$ cat config.mk
export PLATFORM = sky130hd
export DESIGN_NAME = cache_miss_ctl
export DESIGN_NICKNAME = d
export VERILOG_FILES = /design/src/rtl/cache_miss_ctl.sv
export SDC_FILE = /design/constraint.sdc
export NUM_CORES = 1
export LEC_CHECK = 0
export ABC_AREA = 0
export BUFFER_PORTS_ARGS = -buffer_cell sky130_fd_sc_hd__buf_2
export CORE_ASPECT_RATIO = 0.75
export CORE_UTILIZATION = 35
export CTS_CLUSTER_DIAMETER = 60
export DETAILED_ROUTE_END_ITERATION = 8
export PLACE_DENSITY = 0.64
export SKIP_LAST_GASP = 1
export SYNTH_ARGS = -nofsm -noshare
export SYNTH_HDL_FRONTEND = slang
export SYNTH_SLANG_ARGS = --single-unit
$ cat constraint.sdc
create_clock -name clk -period 2.5 [get_ports clk]
set_input_delay 0.125 -clock clk [delete_from_list [all_inputs] [get_ports clk]]
set_output_delay 0.125 -clock clk [all_outputs]
set_load 0.02 [all_outputs]
$ cat src/rtl/cache_miss_ctl.sv
// Miss sequencer between a CPU port, a direct-mapped cache bank and main memory.
// Define CACHE_MISS_STATS_EN to add saturating hit_cnt/miss_cnt outputs.
module cache_miss_ctl #(
  parameter int TAG_W   = 5,
  parameter int INDEX_W = 4,
  parameter int WORD_W  = 2,
  parameter int DATA_W  = 16,
  localparam int ADDR_W = TAG_W + INDEX_W + WORD_W
) (
  input  logic              clk,
  input  logic              rst,
  input  logic              cpu_req,
  input  logic              cpu_wr,
  input  logic [ADDR_W-1:0] cpu_addr,
  input  logic [DATA_W-1:0] cpu_wdata,
  output logic [DATA_W-1:0] cpu_rdata,
  output logic              cpu_ready,
  output logic              cpu_busy,
  output logic              cache_en,
  output logic [INDEX_W-1:0] cache_index,
  output logic [WORD_W-1:0] cache_word,
  output logic              cache_cmp,
  output logic              cache_wr,
  output logic [TAG_W-1:0]  cache_tag_in,
  output logic [DATA_W-1:0] cache_data_in,
  output logic              cache_valid_in,
  input  logic              cache_hit,
  input  logic              cache_dirty,
  input  logic              cache_valid,
  input  logic [TAG_W-1:0]  cache_tag_out,
  input  logic [DATA_W-1:0] cache_data_out,
  input  logic              cache_ack,
  output logic              mem_req,
  output logic              mem_wr,
  output logic [ADDR_W-1:0] mem_addr,
  output logic [DATA_W-1:0] mem_wdata,
  input  logic [DATA_W-1:0] mem_rdata,
  input  logic              mem_ack,
`ifdef CACHE_MISS_STATS_EN
  output logic [15:0]       hit_cnt,
  output logic [15:0]       miss_cnt,
`endif
  output logic [2:0]        dbg_state
);

  typedef enum logic [2:0] {
    S_IDLE    = 3'd0,
    S_CMP     = 3'd1,
    S_WB_RD   = 3'd2,
    S_WB_WR   = 3'd3,
    S_FILL_RD = 3'd4,
    S_FILL_WR = 3'd5,
    S_DONE    = 3'd6
  } state_t;

  state_t              r_state, w_next;
  logic                r_gap;
  logic                r_wr;
  logic [ADDR_W-1:0]   r_addr;
  logic [DATA_W-1:0]   r_wdata;
  logic [TAG_W-1:0]    r_vtag;
  logic [DATA_W-1:0]   r_data;
  logic [WORD_W-1:0]   r_k;

  logic [TAG_W-1:0]    w_req_tag;
  logic [INDEX_W-1:0]  w_index;
  logic [WORD_W-1:0]   w_word;
  logic                w_k_max;
  logic                w_cache_st, w_mem_st;
  logic                w_cache_fire, w_mem_fire;

  assign w_req_tag = r_addr[ADDR_W-1 -: TAG_W];
  assign w_index   = r_addr[WORD_W +: INDEX_W];
  assign w_word    = r_addr[WORD_W-1:0];
  assign w_k_max   = (r_k == {WORD_W{1'b1}});

  // Handshake: a strobe (cache_en / mem_req) and its whole bundle stay stable
  // until the matching ack is sampled high; that edge completes the transfer and
  // captures the responder's outputs. r_gap then forces the strobe low for a cycle.
  assign w_cache_st   = (r_state == S_CMP) || (r_state == S_WB_RD) || (r_state == S_FILL_WR);
  assign w_mem_st     = (r_state == S_WB_WR) || (r_state == S_FILL_RD);
  assign cache_en     = w_cache_st && !r_gap;
  assign mem_req      = w_mem_st && !r_gap;
  assign w_cache_fire = cache_en && cache_ack;
  assign w_mem_fire   = mem_req && mem_ack;
  assign dbg_state    = r_state;

  always_ff @(posedge clk or negedge rst) begin
    if (!rst) r_state <= S_IDLE;
    else      r_state <= w_next;
  end

  always_comb begin
    w_next         = r_state;
    cpu_busy       = (r_state != S_IDLE);
    cpu_ready      = 1'b0;
    cpu_rdata      = '0;
    cache_index    = '0;
    cache_word     = '0;
    cache_cmp      = 1'b0;
    cache_wr       = 1'b0;
    cache_tag_in   = '0;
    cache_data_in  = '0;
    cache_valid_in = 1'b0;
    mem_wr         = 1'b0;
    mem_addr       = '0;
    mem_wdata      = '0;
    case (r_state)
      S_IDLE: if (cpu_req) w_next = S_CMP;
      S_CMP: begin
        cache_index   = w_index;
        cache_word    = w_word;
        cache_cmp     = 1'b1;
        cache_wr      = r_wr;
        cache_tag_in  = w_req_tag;
        cache_data_in = r_wdata;
        if (w_cache_fire) begin
          if (cache_hit)                      w_next = S_DONE;
          else if (cache_valid && cache_dirty) w_next = S_WB_RD;
          else                                w_next = S_FILL_RD;
        end
      end
      S_WB_RD: begin
        cache_index = w_index;
        cache_word  = r_k;
        if (w_cache_fire) w_next = S_WB_WR;
      end
      S_WB_WR: begin
        mem_wr    = 1'b1;
        mem_addr  = {r_vtag, w_index, r_k};
        mem_wdata = r_data;
        if (w_mem_fire) w_next = w_k_max ? S_FILL_RD : S_WB_RD;
      end
      S_FILL_RD: begin
        mem_addr = {w_req_tag, w_index, r_k};
        if (w_mem_fire) w_next = S_FILL_WR;
      end
      S_FILL_WR: begin
        cache_index    = w_index;
        cache_word     = r_k;
        cache_wr       = 1'b1;
        cache_tag_in   = w_req_tag;
        cache_data_in  = r_data;
        cache_valid_in = 1'b1;
        if (w_cache_fire) w_next = w_k_max ? S_CMP : S_FILL_RD;
      end
      S_DONE: begin
        cpu_ready = 1'b1;
        cpu_rdata = r_wr ? '0 : r_data;
        w_next    = S_IDLE;
      end
      default: w_next = S_IDLE;
    endcase
  end

  // r_k wraps to 0 on its own after the last word of a line transfer.
  always_ff @(posedge clk or negedge rst) begin
    if (!rst) begin
      r_gap   <= 1'b0;
      r_wr    <= 1'b0;
      r_addr  <= '0;
      r_wdata <= '0;
      r_vtag  <= '0;
      r_data  <= '0;
      r_k     <= '0;
    end else begin
      r_gap <= w_cache_fire || w_mem_fire;
      case (r_state)
        S_IDLE: if (cpu_req) begin
          r_wr    <= cpu_wr;
          r_addr  <= cpu_addr;
          r_wdata <= cpu_wdata;
        end
        S_CMP: if (w_cache_fire) begin
          r_data <= cache_data_out;
          if (!cache_hit) begin
            r_vtag <= cache_tag_out;
            r_k    <= '0;
          end
        end
        S_WB_RD:   if (w_cache_fire) r_data <= cache_data_out;
        S_WB_WR:   if (w_mem_fire)   r_k <= r_k + 1'b1;
        S_FILL_RD: if (w_mem_fire)   r_data <= mem_rdata;
        S_FILL_WR: if (w_cache_fire) r_k <= r_k + 1'b1;
        default: ;
      endcase
    end
  end

`ifdef CACHE_MISS_STATS_EN
  logic        r_retry;
  logic [15:0] r_hit_cnt, r_miss_cnt;

  // Only the first compare of a request is counted; retries after a fill are not.
  always_ff @(posedge clk or negedge rst) begin
    if (!rst) begin
      r_retry    <= 1'b0;
      r_hit_cnt  <= '0;
      r_miss_cnt <= '0;
    end else begin
      if (r_state == S_IDLE && cpu_req) r_retry <= 1'b0;
      if (r_state == S_CMP && w_cache_fire) begin
        if (!cache_hit) r_retry <= 1'b1;
        if (!r_retry) begin
          if (cache_hit && r_hit_cnt != 16'hFFFF)    r_hit_cnt  <= r_hit_cnt + 16'd1;
          if (!cache_hit && r_miss_cnt != 16'hFFFF)  r_miss_cnt <= r_miss_cnt + 16'd1;
        end
      end
    end
  end

  assign hit_cnt  = r_hit_cnt;
  assign miss_cnt = r_miss_cnt;
`endif

endmodule
==> impl_metrics.yaml, run 1 <==
yosys:
  synth_adder_area_share_pct: 0.392
  ys_warn_count: 0
  synth_area_leaders: "dfrtp_1, mux2_2, and2_1"
  synth-xor-area-share_pct: 0.275
  synth-edff-count: 0
  ys.flop_type: "dfrtp_1"
  synthMostInstantiatedCell: "mux2_2"
  synth_top_family_by_area: "multiplexers"
  synthSimpleGateAreaFrac_pct: 17.7
  yosys-top-cells-count: "mux2_2, dfrtp_1, and2_1"
  ys_types: 44
  synth.net_count: 359
  syn_avg_cell_area_sq_um: 11.2
  synth-compound-area-share_pct: 6.27
  yosys.area.top_type: "dfrtp_1"
  ys_ff_latch: 55
  async_flop_share_pct: 100
  synth_area_sq_um: 3190
  ys_seq_area_share_pct: 43.1
  yosys.area.top_type_share_pct: 43.1
  muxShareOfSynthArea_pct: 29.0
  synthCells: 285
global_route:
  overflow: 0
  grt_usage_pct: 18.5
  grt_start_max_net_pins: 56
  antenna_found_initial: 0
  first_global_vias: 2709
  grt_pass1_wl_um: 13800
clock_network:
  htreeDepth: 2
  clock-root-buffer: "clkbuf_16"
  cts_tree: "done"
  path_clk_slew_ns: 0.07
  insertion_delay_ns: 0.29
  clk_path_buf_depth: 2
  cts_setup_buffers: 0
  numCtsBuffers: 5
  numClockSinks: 55
worst_setup_path:
  cp_max_fo: 16
  crit_type: "reg -> out"
  crit_path_end: "cache_data_in[14]"
  regToRegStartpoint: "dbg_state[1]$_DFFE_PN0P_"
  crit_start: "dbg_state[0]$_DFFE_PN0P_"
  reg2reg_to: "r_data[8]$_DFFE_PN0P_"
  worst_setup_path_start_kind: "flip-flop"
  worst_ep_required_time_ns: 2.38
  timing.reg2reg.setup_slack_ns: 0.32
  reg2regPathDepth: 5
  arrival_ns: 2.05
  cp-end-kind: "output port"
sta:
  fmax_mhz: 459
  tightest_slew_ns: 0.716
  rsz0062_at_grt: "false"
  hold_violations: 0
  period_needed_ns: 2.18
  tns_ns: 0
  min_period_over_period_pct: 87.1
  setup_violations: 0
  max-slew-margin-rel_pct: 52.3
  finClkSkew_ns: 0.00355
  slew_viol_final: 0
drt:
  ant_nets: 0
  routed_wl_um: 8510
  wire_per_inst_um: 15.5
  drt_drc_violations_left: 6
  drt_first_pass_iters: 6
  via_count: 2728
  via_per_inst: 4.96
  drtIter0Drc: 98
power:
  p_leak_nw: 2.19
  worst_ir_drop_vdd_v: 0.000457
  switching_share_pct: 43.2
  power_frac_comb_pct: 55.7
  powerDensity_nw_per_um2: 1320
  power_mw: 5.62
  p_switching_mw: 2.43
  cell_internal_pwr_mw: 3.19
  clockPowerShare_pct: 12.8
  power_frac_seq_pct: 31.6
die:
  core_area_sq_um: 8640
  rows: 29
  initial_core_util_pct: 36.9
  die-area_sq_um: 9510
  die_w_um: 112
  io_pins: 154
  die_h_um: 84.7
cells_and_area:
  final_util_pct: 49.4
  fin_nets: 515
  drive_gt1_share_pct: 56.1
  antenna_cells: 0
  area_delta_synth_final_pct: 33.8
run_status:
  failed_checks: "DRC"
  status: "finished with violations"
place:
  placement.io_buffers: 153
  hpwl_um: 6530
  routabilityCongestion: 0.806
worst_hold_path:
  hold_class: "in -> reg"
run:
  drv_cap: 0
-- state kept, by name, indices dropped and copies added, names as in the netlist --
signal / flops
r_wr: 1
r_wdata: 16
r_vtag: 5
r_addr: 11
r_k: 2
dbg_state: 3
r_data: 16
r_gap: 1
-- repair_timing --
action | 4_1_cts | 5_1_grt
gates resized for setup | 0 | 0
hold buffers | 1 | 0
endpoints found under the hold margin | 6 | 0
-- critical path, stage by stage (launching register included) --
cell and delay (ns):
dfrtp_1 0.67, nand2b_1 0.38, buf_4 0.31, nor2_1 0.20
buf_2 0.20
-- power groups by stage --
stage | registers [mW] | logic (mW) | clock network (mW)
3_3_place_gp | 1.77 | 3.11 | 0
2_1_floorplan | 1.63 | 2.32 | 0
3_5_place_dp | 1.79 | 3.15 | 0
6_report | 1.77 | 3.13 | 0.716
4_1_cts | 1.78 | 3.16 | 0.746
5_1_grt | 1.87 | 3.37 | 0.796
-- cell usage in the layout, fill, tap and decap left out, types with 3 or more instances in the layout --
| master | n |
|---|---|
| and2_1 | 43 |
| clkbuf_16 | 5 |
| nand2b_1 | 3 |
| nor2_1 | 26 |
| inv_1 | 3 |
| buf_2 | 153 |
| buf_4 | 13 |
| nor2b_1 | 11 |
| dfrtp_1 | 54 |
| nand2_1 | 4 |
| a22o_1 | 5 |
| mux2_2 | 66 |
| mux2i_1 | 16 |
-- per-stage QoR --
stage / setup slack (ns) / hold WS [ns] / cell area, sq um / std cells
final: 0.324 / 0.0517 / 4270 / 550
after global routing: 0.183 / 0.0477 / 4270 / 550
after detailed placement: 0.305 / 0.314 / 4110 / 541
after CTS: 0.294 / 0.0459 / 4270 / 550
after floorplan: 0.589 / -0.171 / 3190 / 285
after global placement: 0.438 / 0.306 / 4110 / 541
-- worst min-delay path by stage --
stage | to | cells past startpoint | start | slack (ns)
6_report | r_addr[1]$_DFFE_PN0P_ | 2 | cpu_addr[1] | 0.05
5_1_grt | r_addr[1]$_DFFE_PN0P_ | 2 | cpu_addr[1] | 0.05
4_1_cts | r_addr[1]$_DFFE_PN0P_ | 2 | cpu_addr[1] | 0.05
3_5_place_dp | r_vtag[0]$_DFFE_PN0P_ | 2 | rst | 0.31
3_3_place_gp | r_vtag[0]$_DFFE_PN0P_ | 2 | rst | 0.31
2_1_floorplan | dbg_state[0]$_DFFE_PN0P_ | 0 | rst | -0.17
-- area by class of cell --
cell class	instances	area, sq um
Inverter	3	11.3
Clock inverter	2	16.3
Sequential cell	55	1380
Multi-Input combinational cell	209	1720
Clock buffer	6	139
Tap cell	108	135
Timing Repair Buffer	167	873
Fill cell	824	4370
-- cells by family (layout without fill, tap and decap cells) --
logic type / count (synthesis) / after routing
buffers and inverters: 21 / 178
and+or+nand+nor: 99 / 99
adders and majority gates: 1 / 1
AOI/OAI and AO/OA: 24 / 24
muxes: 84 / 84
DFF: 55 / 55
xor gates and xnor gates: 1 / 1
-- per-layer routing --
| metal | up-vias | global-route usage, % | part of all wire [%] |
|---|---|---|---|
| met5 | - | 0 | 0 |
| met4 | 0 | 3.39 | 0.59 |
| met3 | 5 | 4.91 | 6.9 |
| met2 | 89 | 28.9 | 44 |
| met1 | 1335 | 26.0 | 48 |
| li1 | 1299 | - | - |
Note: power is estimated with default switching activity, not from simulation.
==> run 2: changes to the inputs <==
Settings changed: ABC_AREA 0 to 1, GPL_ROUTABILITY_DRIVEN set to 0, PLACE_DENSITY 0.64 to 0.65.
==> impl_metrics.yaml, run 2 <==
yosys:
  yosys-top-cells-count: "nand2_1, nor2_1, dfrtp_1"
  synth_area_leaders: "dfrtp_1, nand2_1, nor2_1"
  synth-xor-area-share_pct: 0
  synth-compound-area-share_pct: 7.42
  synth_adder_area_share_pct: 0.395
  ys.flop_type: "dfrtp_1"
  synth_top_family_by_area: "simple AND/OR/NAND/NOR gates"
  ys_warn_count: 0
  ys_types: 25
  ys_ff_latch: 55
  synth.net_count: 507
  ys_seq_area_share_pct: 43.4
  synthSimpleGateAreaFrac_pct: 32.7
  async_flop_share_pct: 100
  muxShareOfSynthArea_pct: 6.39
  synthCells: 433
  yosys.area.top_type_share_pct: 43.4
  synth_area_sq_um: 3170
  synth-edff-count: 0
  syn_avg_cell_area_sq_um: 7.32
  synthMostInstantiatedCell: "nand2_1"
  yosys.area.top_type: "dfrtp_1"
place:
  placement.io_buffers: 153
  placedCellCount: 679
  hpwl_um: 7220
worst_hold_path:
  hold_class: "in -> reg"
die:
  rows: 29
  io_pins: 154
  die_h_um: 84.4
  core_area_sq_um: 8640
  initial_core_util_pct: 36.7
  die-area_sq_um: 9450
  die_w_um: 112
global_route:
  grt_start_max_net_pins: 56
  grt_usage_pct: 20.4
  grt_pass1_wl_um: 15200
  first_global_vias: 3082
  overflow: 0
  antenna_found_initial: 0
drt:
  drtIter0Drc: 225
  routed_wl_um: 9440
  drt_first_pass_iters: 6
  wire_per_inst_um: 13.7
  via_count: 3276
  ant_nets: 0
  via_per_inst: 4.76
  drt_drc_violations_left: 9
sta:
  max-slew-margin-rel_pct: 52.1
  period_needed_ns: 2.17
  min_period_over_period_pct: 87.0
  slew_viol_final: 0
  tightest_slew_ns: 0.718
  fin_hold_ws_ns: 0.0671
  rsz0062_at_grt: "false"
  tns_ns: 0
  fmax_mhz: 460
  setup_violations: 0
  hold_violations: 0
  finClkSkew_ns: 0.00795
power:
  p_leak_nw: 2.45
  powerDensity_nw_per_um2: 1260
  power_mw: 5.26
  worst_ir_drop_vdd_v: 0.000433
cells_and_area:
  antenna_cells: 0
  final_util_pct: 48.4
  fin_nets: 653
  final_common_cell: "buf_2"
  mostFrequentLayoutCells: "buf_2, nand2_1, nor2_1"
  drive_gt1_share_pct: 34.7
  area_delta_synth_final_pct: 31.7
  largestRegisters: "r_data: 16 flops, r_wdata: 16 flops, r_addr: 11 flops"
  stdcell_count: 688
worst_setup_path:
  cp_max_fo: 11
  worst_setup_path_start_kind: "flip-flop"
  cp-end-kind: "output port"
  arrival_ns: 2.05
  worst_ep_required_time_ns: 2.38
  crit_type: "reg -> out"
clock_network:
  clk_path_buf_depth: 2
  clock-root-buffer: "clkbuf_16"
  path_clk_slew_ns: 0.07
  numClockSinks: 55
  cts-resized-gates: 0
  cts_tree: "done"
  numCtsBuffers: 5
  htreeDepth: 2
  insertion_delay_ns: 0.29
run:
  drv_cap: 0
run_status:
  failed_checks: "DRC"
  status: "finished with violations"
==> run 2: where the power goes <==
part	internal, mW	leakage [nW]	total, mW	switching (mW)
clock	0.504	0.0875	0.826	0.322
combinational	0.934	1.71	2.85	1.91
sequential	1.31	0.661	1.59	0.278
total	2.75	2.45	5.26	2.51
==> run 2: repair_timing <==
item / in CTS / in global routing
endpoints found under the hold margin: 39 / 0
hold buffers: 1 / 0
buffers inserted: 0 / 0
==> run 2: stage by stage <==
step / setup WS (ns) / area [sq um]
final: 0.326 / 4180
after global routing: 0.188 / 4180
after CTS: 0.326 / 4180
after detailed placement: 0.564 / 3990
after global placement: 0.633 / 3990
after floorplan: 0.615 / 3170
==> run 2: area by class of cell <==
class / instances / area, sq um
clock buffers: 6 / 139
clock inverters: 2 / 38.8
fillers: 883 / 4460
inverters: 48 / 183
multi-input cells: 310 / 1490
flip-flops and latches: 55 / 1380
well taps: 108 / 135
repair buffers: 159 / 813
==> run 2: final timing paths <==
kind / startpoint / endpoint / slack, ns / cells past startpoint
worst max-delay path: dbg_state[1]$_DFFE_PN0P_ / mem_req / 0.33 / 5
worst min-delay path: cpu_wdata[0] / r_wdata[0]$_DFFE_PN0P_ / 0.07 / 2
worst max register to register: dbg_state[1]$_DFFE_PN0P_ / r_vtag[2]$_DFFE_PN0P_ / 0.59 / 5
worst min register to register: r_vtag[4]$_DFFE_PN0P_ / r_vtag[4]$_DFFE_PN0P_ / 0.49 / 2
max in group asynchronous: rst / r_wdata[15]$_DFFE_PN0P_ / 1.52 / 3
min in group asynchronous: rst / r_addr[9]$_DFFE_PN0P_ / 0.50 / 3
==> run 2: logic make-up after synthesis <==
kind of cell,after synthesis
flops,55
mux,18
simple gates,244
buf+inv,68
compound gates,47
fa+ha+maj,1
==> run 2: layer usage <==
metal / share of wire (%) / vias to the layer above / track usage (%) / wire (um)
li1: - / 1636 / - / -
met1: 48 / 1493 / 29.8 / 4540
met2: 43 / 136 / 31.2 / 4090
met4: 1.2 / 0 / 5.90 / 110
met3: 7.4 / 11 / 3.18 / 694
met5: 0 / - / 0 / 0
==> run 2: critical path: stages, from the launching register on <==
cell and delay (ns):
dfrtp_1 0.60, nand3_1 0.45, nand2_1 0.21, inv_1 0.16, nor2_1 0.15, buf_2 0.18
==> run 3: changes to the inputs <==
Settings changed: CORE_UTILIZATION 35 to 25, PLACE_DENSITY 0.65 to 0.5.
==> impl_metrics.yaml, run 3 (synthesized netlist as in run 2, its figures left out) <==
run_status:
  status: "complete, no violations"
sta:
  slew_viol_final: 0
  rsz0062_at_grt: "false"
  min_period_over_period_pct: 88.4
  hold_violations: 0
  tns_ns: 0
  max-slew-margin-rel_pct: 27.1
  tightest_slew_ns: 1.09
  fmax_mhz: 452
  period_needed_ns: 2.21
  fin_hold_ws_ns: 0.0244
  fin_ws_ns: 0.289
  finClkSkew_ns: 0.00516
  setup_violations: 0
power:
  power_frac_comb_pct: 54.7
  power_mw: 5.27
  worst_ir_drop_vdd_v: 0.000368
  switching_share_pct: 48.5
  cell_internal_pwr_mw: 2.71
  p_leak_nw: 2.44
  powerDensity_nw_per_um2: 1250
  power_frac_seq_pct: 30.2
  clockPowerShare_pct: 15.1
  p_switching_mw: 2.55
die:
  io_pins: 154
  die_h_um: 99.5
  core_area_sq_um: 12300
  initial_core_util_pct: 25.8
  die-area_sq_um: 13100
  rows: 35
  die_w_um: 132
cells_and_area:
  final_util_pct: 34.4
  drive_gt1_share_pct: 34.8
  fill_cells: 1350
  fin_nets: 652
  antenna_cells: 0
  area_delta_synth_final_pct: 33.4
  post-route-cell-area_sq_um: 4230
  final_common_cell: "buf_2"
  mostFrequentLayoutCells: "buf_2, nand2_1, nor2_1"
  stdcell_count: 744
  largestRegisters: "r_data: 16 flops, r_wdata: 16 flops, r_addr: 11 flops"
worst_setup_path:
  cp_max_fo: 10
  arrival_ns: 2.09
  cp-end-kind: "output port"
  crit_type: "reg -> out"
  worst_setup_path_start_kind: "flip-flop"
  worst_ep_required_time_ns: 2.38
  regToRegStartpoint: "dbg_state[1]$_DFFE_PN0P_"
  crit_start: "dbg_state[1]$_DFFE_PN0P_"
drt:
  drt_first_pass_iters: 4
  drt_drc_violations_left: 0
  via_count: 3286
  drtIter0Drc: 154
  routed_wl_um: 10200
  ant_nets: 0
  via_per_inst: 4.42
  wire_per_inst_um: 13.7
clock_network:
  insertion_delay_ns: 0.29
  clk_path_buf_depth: 2
  cts_tree: "done"
  cts_setup_buffers: 0
  numCtsBuffers: 5
  path_clk_slew_ns: 0.07
  htreeDepth: 2
  hold_buffers: 0
  numClockSinks: 55
  clock-root-buffer: "clkbuf_16"
global_route:
  antenna_found_initial: 0
  grt_usage_pct: 15.9
  overflow: 0
  first_global_vias: 3110
  grt_start_max_net_pins: 48
  grt_pass1_wl_um: 16400
run:
  drv_cap: 0
place:
  placedCellCount: 737
  pre_cts_slack_ns: 0.533
  placement.io_buffers: 153
  placed_area_sq_um: 4060
  hpwl_um: 7920
worst_hold_path:
  hold_class: "in -> async"
-- run 3: cell count changes in the layout (fill, tap and decap cells not counted) --
cell           change
clkbuf_8           -1
clkinvlp_4         +1
dlygate4sd3_1      -1
inv_6              -1
nand3_1            -1
nand3_2            +1
-- run 3: final cells by class --
cell class	count	area (sq um)	area share, %
Clock buffer	5	125	2.96
Tap cell	166	208	4.91
Timing Repair Buffer	158	803	19.0
Multi-Input combinational cell	310	1500	35.4
Clock inverter	2	37.5	0.888
Sequential cell	55	1380	32.5
Inverter	48	183	4.32
-- run 3: power by group through the flow --
stage / Clock (mW) / Combinational, mW / Sequential (mW)
global placement: 0 / 2.89 / 1.58
finish: 0.796 / 2.88 / 1.59
global route: 0.854 / 3.21 / 1.65
CTS: 0.822 / 2.91 / 1.59
detailed placement: 0 / 2.91 / 1.60
floorplan: 0 / 2.10 / 1.50
-- run 3: final timing paths --
kind | slack [ns] | depth (start not counted) | endpoint
max in group asynchronous | 1.70 | 2 | r_wdata[13]$_DFFE_PN0P_
setup reg to reg | 0.58 | 7 | dbg_state[2]$_DFFE_PN0P_
min in group clk | 0.06 | 2 | r_wdata[5]$_DFFE_PN0P_
hold / removal | 0.02 | 1 | r_addr[2]$_DFFE_PN0P_
hold reg to reg | 0.49 | 2 | r_vtag[3]$_DFFE_PN0P_
setup / recovery | 0.29 | 6 | mem_req
-- run 3: critical path, stage by stage, from the launching register on --
cell     delay [ns]
dfrtp_1        0.54
nor2_4         0.22
nand2_1        0.29
nand2_1        0.21
inv_1          0.17
nor2_1         0.17
buf_2          0.19
-- run 3: what timing repair did --
action                                 CTS  global route
setup endpoints to repair                0             1
resized for setup                        0             1
endpoints found under the hold margin    0             0
-- run 3: per-layer routing --
| layer | wire [um] | vias up | GRT usage [%] |
|---|---|---|---|
| met1 | 5140 | 1520 | 23.2 |
| met4 | 142 | 0 | 5.19 |
| met2 | 4330 | 121 | 23.6 |
| met5 | 0 | - | 0 |
| li1 | - | 1631 | - |
| met3 | 605 | 14 | 2.96 |
